<file path="src/rtl/serial_complement16.sv">
// serial_complement16: bit-serial NOT/NEG/ABS/PASS unit, one bit per clock, LSB first
// ports: clk, rst (async, active high); start, op[1:0] (00 NOT, 01 NEG, 10 ABS, 11 PASS), In;
//        busy, done (level), Out (result register), ovf (negated most-negative value), zero
module serial_complement16 #(
   parameter int WIDTH = 16
) (
   input  logic             clk,
   input  logic             rst,
   input  logic             start,
   input  logic [1:0]       op,
   input  logic [WIDTH-1:0] In,
   output logic             busy,
   output logic             done,
   output logic [WIDTH-1:0] Out,
   output logic             ovf,
   output logic             zero
);
   localparam int CW = $clog2(WIDTH);
   typedef enum logic [1:0] {IDLE, RUN, DONE} state_t;
   state_t state, state_n;
   logic [WIDTH-1:0] opnd, res, res_n;
   logic [CW-1:0] cnt;
   logic carry, inv, ovf_p, accept, last, a, r, neg_eff;
   // NOT and negate both invert each bit; negate additionally ripples the +1 carry
   always_comb begin
      accept  = (state != RUN) && start;
      last    = (state == RUN) && (cnt == CW'(WIDTH-1));
      a       = opnd[0];
      r       = a ^ inv ^ carry;
      res_n   = {r, res[WIDTH-1:1]};
      neg_eff = (op == 2'b01) || ((op == 2'b10) && In[WIDTH-1]);
      state_n = accept ? RUN : last ? DONE : state;
      busy    = state == RUN;
      done    = state == DONE;
   end
   always_ff @(posedge clk or posedge rst)
      if (rst) state <= IDLE;
      else state <= state_n;
   always_ff @(posedge clk or posedge rst)
      if (rst) begin
         opnd  <= '0;
         res   <= '0;
         cnt   <= '0;
         carry <= 1'b0;
         inv   <= 1'b0;
         ovf_p <= 1'b0;
         Out   <= '0;
         ovf   <= 1'b0;
         zero  <= 1'b0;
      end else if (accept) begin
         opnd  <= In;
         cnt   <= '0;
         carry <= neg_eff;
         inv   <= neg_eff || (op == 2'b00);
         ovf_p <= neg_eff && (In == {1'b1, {(WIDTH-1){1'b0}}});
      end else if (state == RUN) begin
         opnd  <= opnd >> 1;
         res   <= res_n;
         cnt   <= cnt + 1'b1;
         carry <= ~a & carry;
         if (last) begin
            Out  <= res_n;
            zero <= res_n == '0;
            ovf  <= ovf_p;
         end
      end
endmodule

</file>
<file path="config.mk">
export PLATFORM = sky130hd
export DESIGN_NAME = serial_complement16
export DESIGN_NICKNAME = d
export VERILOG_FILES = /design/src/rtl/serial_complement16.sv
export SDC_FILE = /design/constraint.sdc
export NUM_CORES = 1
export LEC_CHECK = 0
export ABC_AREA = 1
export CAP_MARGIN = 30
export CORE_MARGIN = 2
export CORE_UTILIZATION = 55
export CTS_CLUSTER_DIAMETER = 100
export DETAILED_ROUTE_END_ITERATION = 8
export DONT_BUFFER_PORTS = 1
export PLACE_DENSITY = 0.81
export SYNTH_ARGS = -nofsm -noshare
export SYNTH_HDL_FRONTEND = slang
export SYNTH_SLANG_ARGS = --single-unit
</file>
<file path="constraint.sdc">
create_clock -name clk -period 1.75 [get_ports clk]
set_input_delay 0.175 -clock clk [delete_from_list [all_inputs] [get_ports clk]]
set_output_delay 0.175 -clock clk [all_outputs]
set_load 0.05 [all_outputs]
</file>
* Yosys cells after proc, flatten, opt, wreduce, memory -nomap -nowiden
Index checks and enable logic that the tools add are counted.
** Cells by class
- Add/subtract/negate cells :: 1
- Equal/unequal tests :: 7
- Muxes and demuxes :: 8
- Bitwise operators :: 5
- Reductions and logical operators :: 12
** Operators by type and width (number)
- $mux 16 :: 2
- $eq 16x16->1 const B :: 1
- $logic_not 16->1 :: 1
- $mux 4 :: 2
- $add 4x1->4 const B :: 1
- $eq 2x1->1 const B :: 2
- $eq 2x2->1 const B :: 2
- $eq 4x4->1 const B :: 1
- $logic_and 1x1->1 :: 4
- $mux 2 :: 2
- $reduce_bool 2->1 :: 2
- $reduce_and 3->1 :: 1
- $logic_not 2->1 :: 1
- $logic_or 1x1->1 :: 2
- $mux 1 :: 2
- $ne 2x1->1 const B :: 1
- $not 1->1 :: 2
- $reduce_and 2->1 :: 1
- $xor 1x1->1 :: 2
- $and 1x1->1 :: 1
** Storage, ports and cells
- Register bits :: 59
- Bits of input ports :: 21
- Output and inout port bits :: 20
- Word-level logic and storage cells :: 43

* Longest topological paths before layout
Gate-level depths: netlist (run 1).
- Depth in word-level cells :: 4
- Depth in mapped cells :: 7

* Least setup slack after synthesis (run 1)
No wires, ideal clock.
- Path kind :: register -> output
- Start :: register state[0]
- End :: output port done
- Arrival :: 1.073 ns
- Data required time :: 1.575 ns
- Path slack :: 0.502 ns
- Stages on the path, launching flop included :: 2
- Buffers on the path :: 0
- Path through :: dfrtp_1 -> nor2_1
** On the way
- Cells in the longest elaborated chain, start to end :: 1
** RTL lines
- start: declaration :: line 20 : state_t state, state_n;
- start signal: assignment :: line 38 : else state <= state_n;
- $eq 2x2->1 :: line 34 : done = state == DONE;
- end: declaration :: line 13 : output logic done,
No other way between the ends.

* Worst setup path after layout (run 1)
- Start :: register state[1]
- End :: output port busy
** On the way
- Cells in the longest elaborated chain, start to end :: 1
** RTL lines
- $eq 2x1->1 :: line 33 : busy = state == RUN;
- end: declaration :: line 12 : output logic busy,
No other way between the ends.

==> reports/results.ini, run 1 <==
[critical_path]
r2r_start = cnt[0]$_DFFE_PP0P_
max_stage_delay_ns = 0.36
cp-start-kind = register
worstRegToRegCells = 7
crit_path_max_fanout = 15
cp_slowest_cell = dfrtp_1
worst-setup-path-type = reg -> out
rrSetupSlack_ns = 0.26
cp_data_required_time_ns = 1.57
critPathArrivalTime_ns = 1.43
cp-end-kind = output port
r2r_end = Out[7]$_DFFE_PP0P_
cp_top_family = buffers and inverters
crit_chain = inv_1 > nand2_4 > inv_2 > buf_4
crit_buf_inv = 3

[hold_path]
min_path_type = in -> reg
min_from = In[15]
hold_end = inv$_DFFE_PP0P_
min_path_cells = 2

[cts]
worstSkewPairLatency_ns = 0.33
clkTransAtPathRegs_ns = 0.07
root_buffer = clkbuf_8
cts_tree = built
postCtsSetupRepairBufs = 0
numCtsBuffers = 9
clock_path_buffers = 2
cts_sinks = 58
cts-htree-levels = 3
cts.hold.buffers_added = 18
cts_resized = 0

[place]
hpwl_mm = 3.41
dpl_cell_area_um2 = 2620
place_ws_ns = 0.281
place.gp.congestion = 0.767
placed_cells = 332
numPortBuffers = 0

[global_routing]
grt_overflow = 0
grt_use_total_pct = 23.1
grt_pass1_wl_mm = 9.02
antenna_found_initial = 0
first_global_vias = 2039
grt_max_degree = 35

[timing]
fin_ws_ns = 0.142
timing.hold.ws_ns = 0.0612
rsz0062_at_grt = no
setup_viol = 0
fin_setup_tns_ns = 0
fin_crit_sh_pct = 91.9
fmax_mhz = 622
worst_pin_slew_ns = 0.542
min_period_ns = 1.61
hold_viol = 0
clock_skew_ns = 0.00899
final_max_slew_viol_count = 0
slew_headroom_pct = 63.8

[final_layout]
layout.nets = 331
final_cell_mix = nand2_1 (87), dfrtp_1 (58), inv_1 (35)
layout_commonest_cell = nand2_1
stdcell_area_um2 = 3000
layout.cells.non_filler = 366
drive_gt1_share_pct = 13.4
syn_to_final_growth_pct = 17.1
num_antenna_cells = 0

[yosys]
synth_nets = 306
synth.area.top_cells = dfrtp_1 (57%), nand2_1 (13%), inv_1 (5.3%)
syn_area_um2 = 2560
synthDistinctLibCells = 25
async_flop_share_pct = 100
syn_area_per_cell_um2 = 9.03
yosys_warnings = 0
synth_flop_cell = dfrtp_1
synth_top_area_share_pct = 56.6
yosys.area.top_type = dfrtp_1
syn_inst = 284
ys_seq_area_share_pct = 56.6
ys_seq_elements = 58
synth-edff-count = 0

[die]
start_util_pct = 58.1
fp.dieW_um = 72.3
ios = 41
dieArea_um2 = 5230
core_area_um2 = 4410
dieHeight_um = 72.3
row_count = 24

[detailed_routing]
drcViolationCount = 0
drtPass1Iterations = 4
wire_per_inst_um = 14.5
first_iter_violations = 107
vias_per_cell = 5.39
drt_wl_total_mm = 5.29
via_count = 1973
drtAntennaViolNets = 0

[run_status]
status = finished clean

[power]
ir_drop_mv = 1.00
leakagePower_uw = 0.00143
powerDensity_nw_per_um2 = 1820

[run]
cap_violations = 0

[flip-flops by register name, summed over array words and instances (netlist names)]
register,cells
Out,16
carry,1
cnt,4
inv,1
opnd,16
ovf,1
ovf_p,1
res,15
state,2
zero,1
[stage by stage]
| stage | power [uW] | util, % |
|---|---|---|
| after floorplan | 3870 | - |
| after global placement | 4120 | 59.3 |
| after detailed placement | 4210 | 59.3 |
| after CTS | 5510 | 68.1 |
| after global routing | 5850 | 68.1 |
| final | 5470 | 68.1 |
[cell type report]
cell class	count	area (um^2)
Clock buffer	12	155
Clock inverter	4	50.0
Fill cell	337	1410
Inverter	39	146
Multi-Input combinational cell	177	886
Sequential cell	58	1450
Tap cell	52	65.1
Timing Repair Buffer	24	250
[routing by layer]
layer	track usage, %	vias up	routed length, um
met5	0	-	0
met4	12.2	0	120
met3	7.50	12	289
met2	39.9	65	2750
met1	25.3	946	2130
li1	-	950	-
[where the power goes]
part | total (uW) | internal [uW] | switching (uW) | leakage (uW)
Combinational | 1520 | 556 | 967 | 0.000582
Sequential | 2690 | 1850 | 840 | 0.000747
Clock | 1260 | 733 | 523 | 0.0000986
Total | 5470 | 3140 | 2330 | 0.00143
[cells in the mapped netlist, types with 3 or more instances]
library cell	n
nand2_1	87
dfrtp_1	58
inv_1	36
nor2_1	25
o21ai_0	17
o21ai_2	14
nand3_1	8
o221ai_1	7
o211ai_1	6
buf_6	5
a21oi_1	3
inv_2	3
[worst register-to-register path, delay by kind of cell (launching register included)]
family,cells,cell delay [ns]
flops,1,0.40
simple gates,3,0.39
compound gates,1,0.06
fa+ha+maj,1,0.20
buf+inv,2,0.33
[how the worst max path moves through the flow]
stage | start | to | slack [ns] | depth (start not counted)
6_report | state[1]$_DFFE_PP0P_ | busy | 0.14 | 4
5_1_grt | state[1]$_DFFE_PP0P_ | busy | 0.06 | 4
4_1_cts | state[1]$_DFFE_PP0P_ | busy | 0.12 | 4
3_5_place_dp | cnt[0]$_DFFE_PP0P_ | Out[7]$_DFFE_PP0P_ | 0.28 | 7
3_3_place_gp | state[1]$_DFFE_PP0P_ | cnt[1]$_DFFE_PP0P_ | 0.33 | 5
2_1_floorplan | rst | Out[0]$_DFFE_PP0P_ | 0.15 | 1
[logic make-up (layout without fill, tap and decap cells)]
| family | after synthesis | after routing | synth area share, % |
|---|---|---|---|
| DFF | 58 | 58 | 56.6 |
| and+or+nand+nor | 123 | 123 | 19.6 |
| buffers and inverters | 49 | 79 | 8.88 |
| adders and majority gates | 1 | 1 | 0.488 |
| AOI/OAI and AO/OA | 53 | 53 | 14.4 |
Power figures use the tool's default switching activity.
==> run 2, diff against run 1 <==
Settings changed: HOLD_SLACK_MARGIN set to 0.08.
==> run 2 against run 1 <==
  * Cell count stayed put
  * Core utilization stayed put
  * Critical path depth stayed put
  * Via count hardly changed
  * Critical path type unchanged
  * Clock power hardly changed
  * Final area stayed put
  * Global-route usage stayed put
  * Count of clock-buffer cells in the layout stayed put
  * Non-clock buffer count stayed put
==> reports/results.ini, run 2 (synthesis results as in run 1) <==
[run_status]
status = finished clean

[cts]
cts_tree = built
numCtsBuffers = 9
cts-htree-levels = 3
cts_resized = 0
clock_path_buffers = 2
worstSkewPairLatency_ns = 0.33
root_buffer = clkbuf_8
cts_sinks = 58
clkTransAtPathRegs_ns = 0.07

[critical_path]
cp_data_required_time_ns = 1.57
worst-setup-path-type = reg -> out
rrSetupSlack_ns = 0.26
max_stage_delay_ns = 0.36
cp_slowest_cell = dfrtp_1
crit_buf_inv = 3
critPathArrivalTime_ns = 1.44
crit_path_max_fanout = 15
crit_chain = inv_1 > nand2_4 > inv_2 > buf_4
cp-start-kind = register
cp-end-kind = output port
cp_top_family = buffers and inverters

[power]
p_sw_share_pct = 42.6
pwr-share-seq_pct = 49.2
power.clock.fraction_pct = 23.0
leakagePower_uw = 0.00143
switching_power_uw = 2330
ir_drop_mv = 1.00
powerDensity_nw_per_um2 = 1820
p_int_uw = 3140
p_comb_share_pct = 27.9

[final_layout]
fillCellCount = 337
layout.nets = 331
layout_commonest_cell = nand2_1
stdcell_area_um2 = 3000
drive_gt1_share_pct = 13.4
biggestRegsByFlops = Out x16, opnd x16, res x15
seq_area_um2 = 1450
multi_input_area_um2 = 886
num_antenna_cells = 0
syn_to_final_growth_pct = 17.1
final_cell_mix = nand2_1 (87), dfrtp_1 (58), inv_1 (35)

[timing]
timing.hold.ws_ns = 0.103
clock_skew_ns = 0.00902
rsz0062_at_grt = no
worst_pin_slew_ns = 0.542
slew_headroom_pct = 63.8
setup_viol = 0
min_period_ns = 1.61
hold_viol = 0
fmax_mhz = 621
fin_crit_sh_pct = 92.0
final_max_slew_viol_count = 0
fin_setup_tns_ns = 0

[die]
row_count = 24
dieArea_um2 = 5230
dieHeight_um = 72.3
fp.dieW_um = 72.3
ios = 41
start_util_pct = 58.1
core_area_um2 = 4410

[detailed_routing]
drcViolationCount = 0
drt_wl_total_mm = 5.28
drtAntennaViolNets = 0
wire_per_inst_um = 14.4
drtPass1Iterations = 4
via_count = 1972
vias_per_cell = 5.39
first_iter_violations = 103

[place]
dpl_cell_area_um2 = 2620
place.gp.congestion = 0.767
hpwl_mm = 3.41
numPortBuffers = 0

[global_routing]
grt_max_degree = 35
grt_use_total_pct = 23.1
grt_overflow = 0
first_global_vias = 2037
grt_pass1_wl_mm = 9.02
antenna_found_initial = 0

[hold_path]
min_path_type = in -> reg

[run]
cap_violations = 0

==> run 2: cell counts in the layout (fill, tap and decap cells not counted) <==
Identical to the previous run, type by type.
==> run 2: final cells by class <==
cell class,instances,share of cell area (%)
Clock buffer,12,5.16
Multi-Input combinational cell,177,29.5
Clock inverter,4,1.67
Sequential cell,58,48.3
Inverter,39,4.87
Tap cell,52,2.17
Timing Repair Buffer,24,8.33
==> run 2: per-layer routing <==
layer  vias to the layer above  GRT usage, %  wire, um
li1                        950             -         -
met1                       944          25.3      2120
met2                        64          39.9      2730
met3                        14          7.50       291
met4                         0          12.2       133
met5                         -             0         0
==> run 2: what timing repair did <==
| action | in CTS | in global routing |
|---|---|---|
| hold buffers | 18 | 0 |
| hold endpoints to repair | 42 | 0 |
| buffers inserted | 0 | 0 |
==> run 2: power by group through the flow <==
stage	clock network, uW	registers (uW)	logic, uW
after floorplan	0	2620	1250
after global placement	0	2700	1430
after detailed placement	0	2710	1490
after CTS	1270	2690	1540
after global routing	1340	2750	1760
final	1260	2690	1520
==> run 2: worst register-to-register path, cell delays in order (launching register included) <==
cell and delay (ns):
dfrtp_1 0.40, ha_1 0.20, nand3_1 0.12, nor2_4 0.18
inv_2 0.14, buf_12 0.19, nand2_1 0.09, o21ai_2 0.06
==> run 2: through the flow <==
| stage | util [%] | setup WS, ns | cells | total power, uW |
|---|---|---|---|---|
| after floorplan | - | 0.147 | 284 | 3870 |
| after global placement | 59.3 | 0.332 | 332 | 4120 |
| after detailed placement | 59.3 | 0.281 | 332 | 4210 |
| after CTS | 68.1 | 0.124 | 366 | 5510 |
| after global routing | 68.1 | 0.0575 | 366 | 5850 |
| final | 68.1 | 0.140 | 366 | 5470 |
==> run 2: final timing paths <==
path,to,startpoint,cells after the start
worst max-delay path,busy,state[1]$_DFFE_PP0P_,4
worst min-delay path,inv$_DFFE_PP0P_,op[1],3
worst max register to register,Out[7]$_DFFE_PP0P_,cnt[0]$_DFFE_PP0P_,7
worst min register to register,ovf$_DFFE_PP0P_,ovf_p$_DFFE_PP0P_,2
max in group asynchronous,res[15]$_DFFE_PP0P_,rst,3
min in group asynchronous,opnd[9]$_DFFE_PP0P_,rst,2
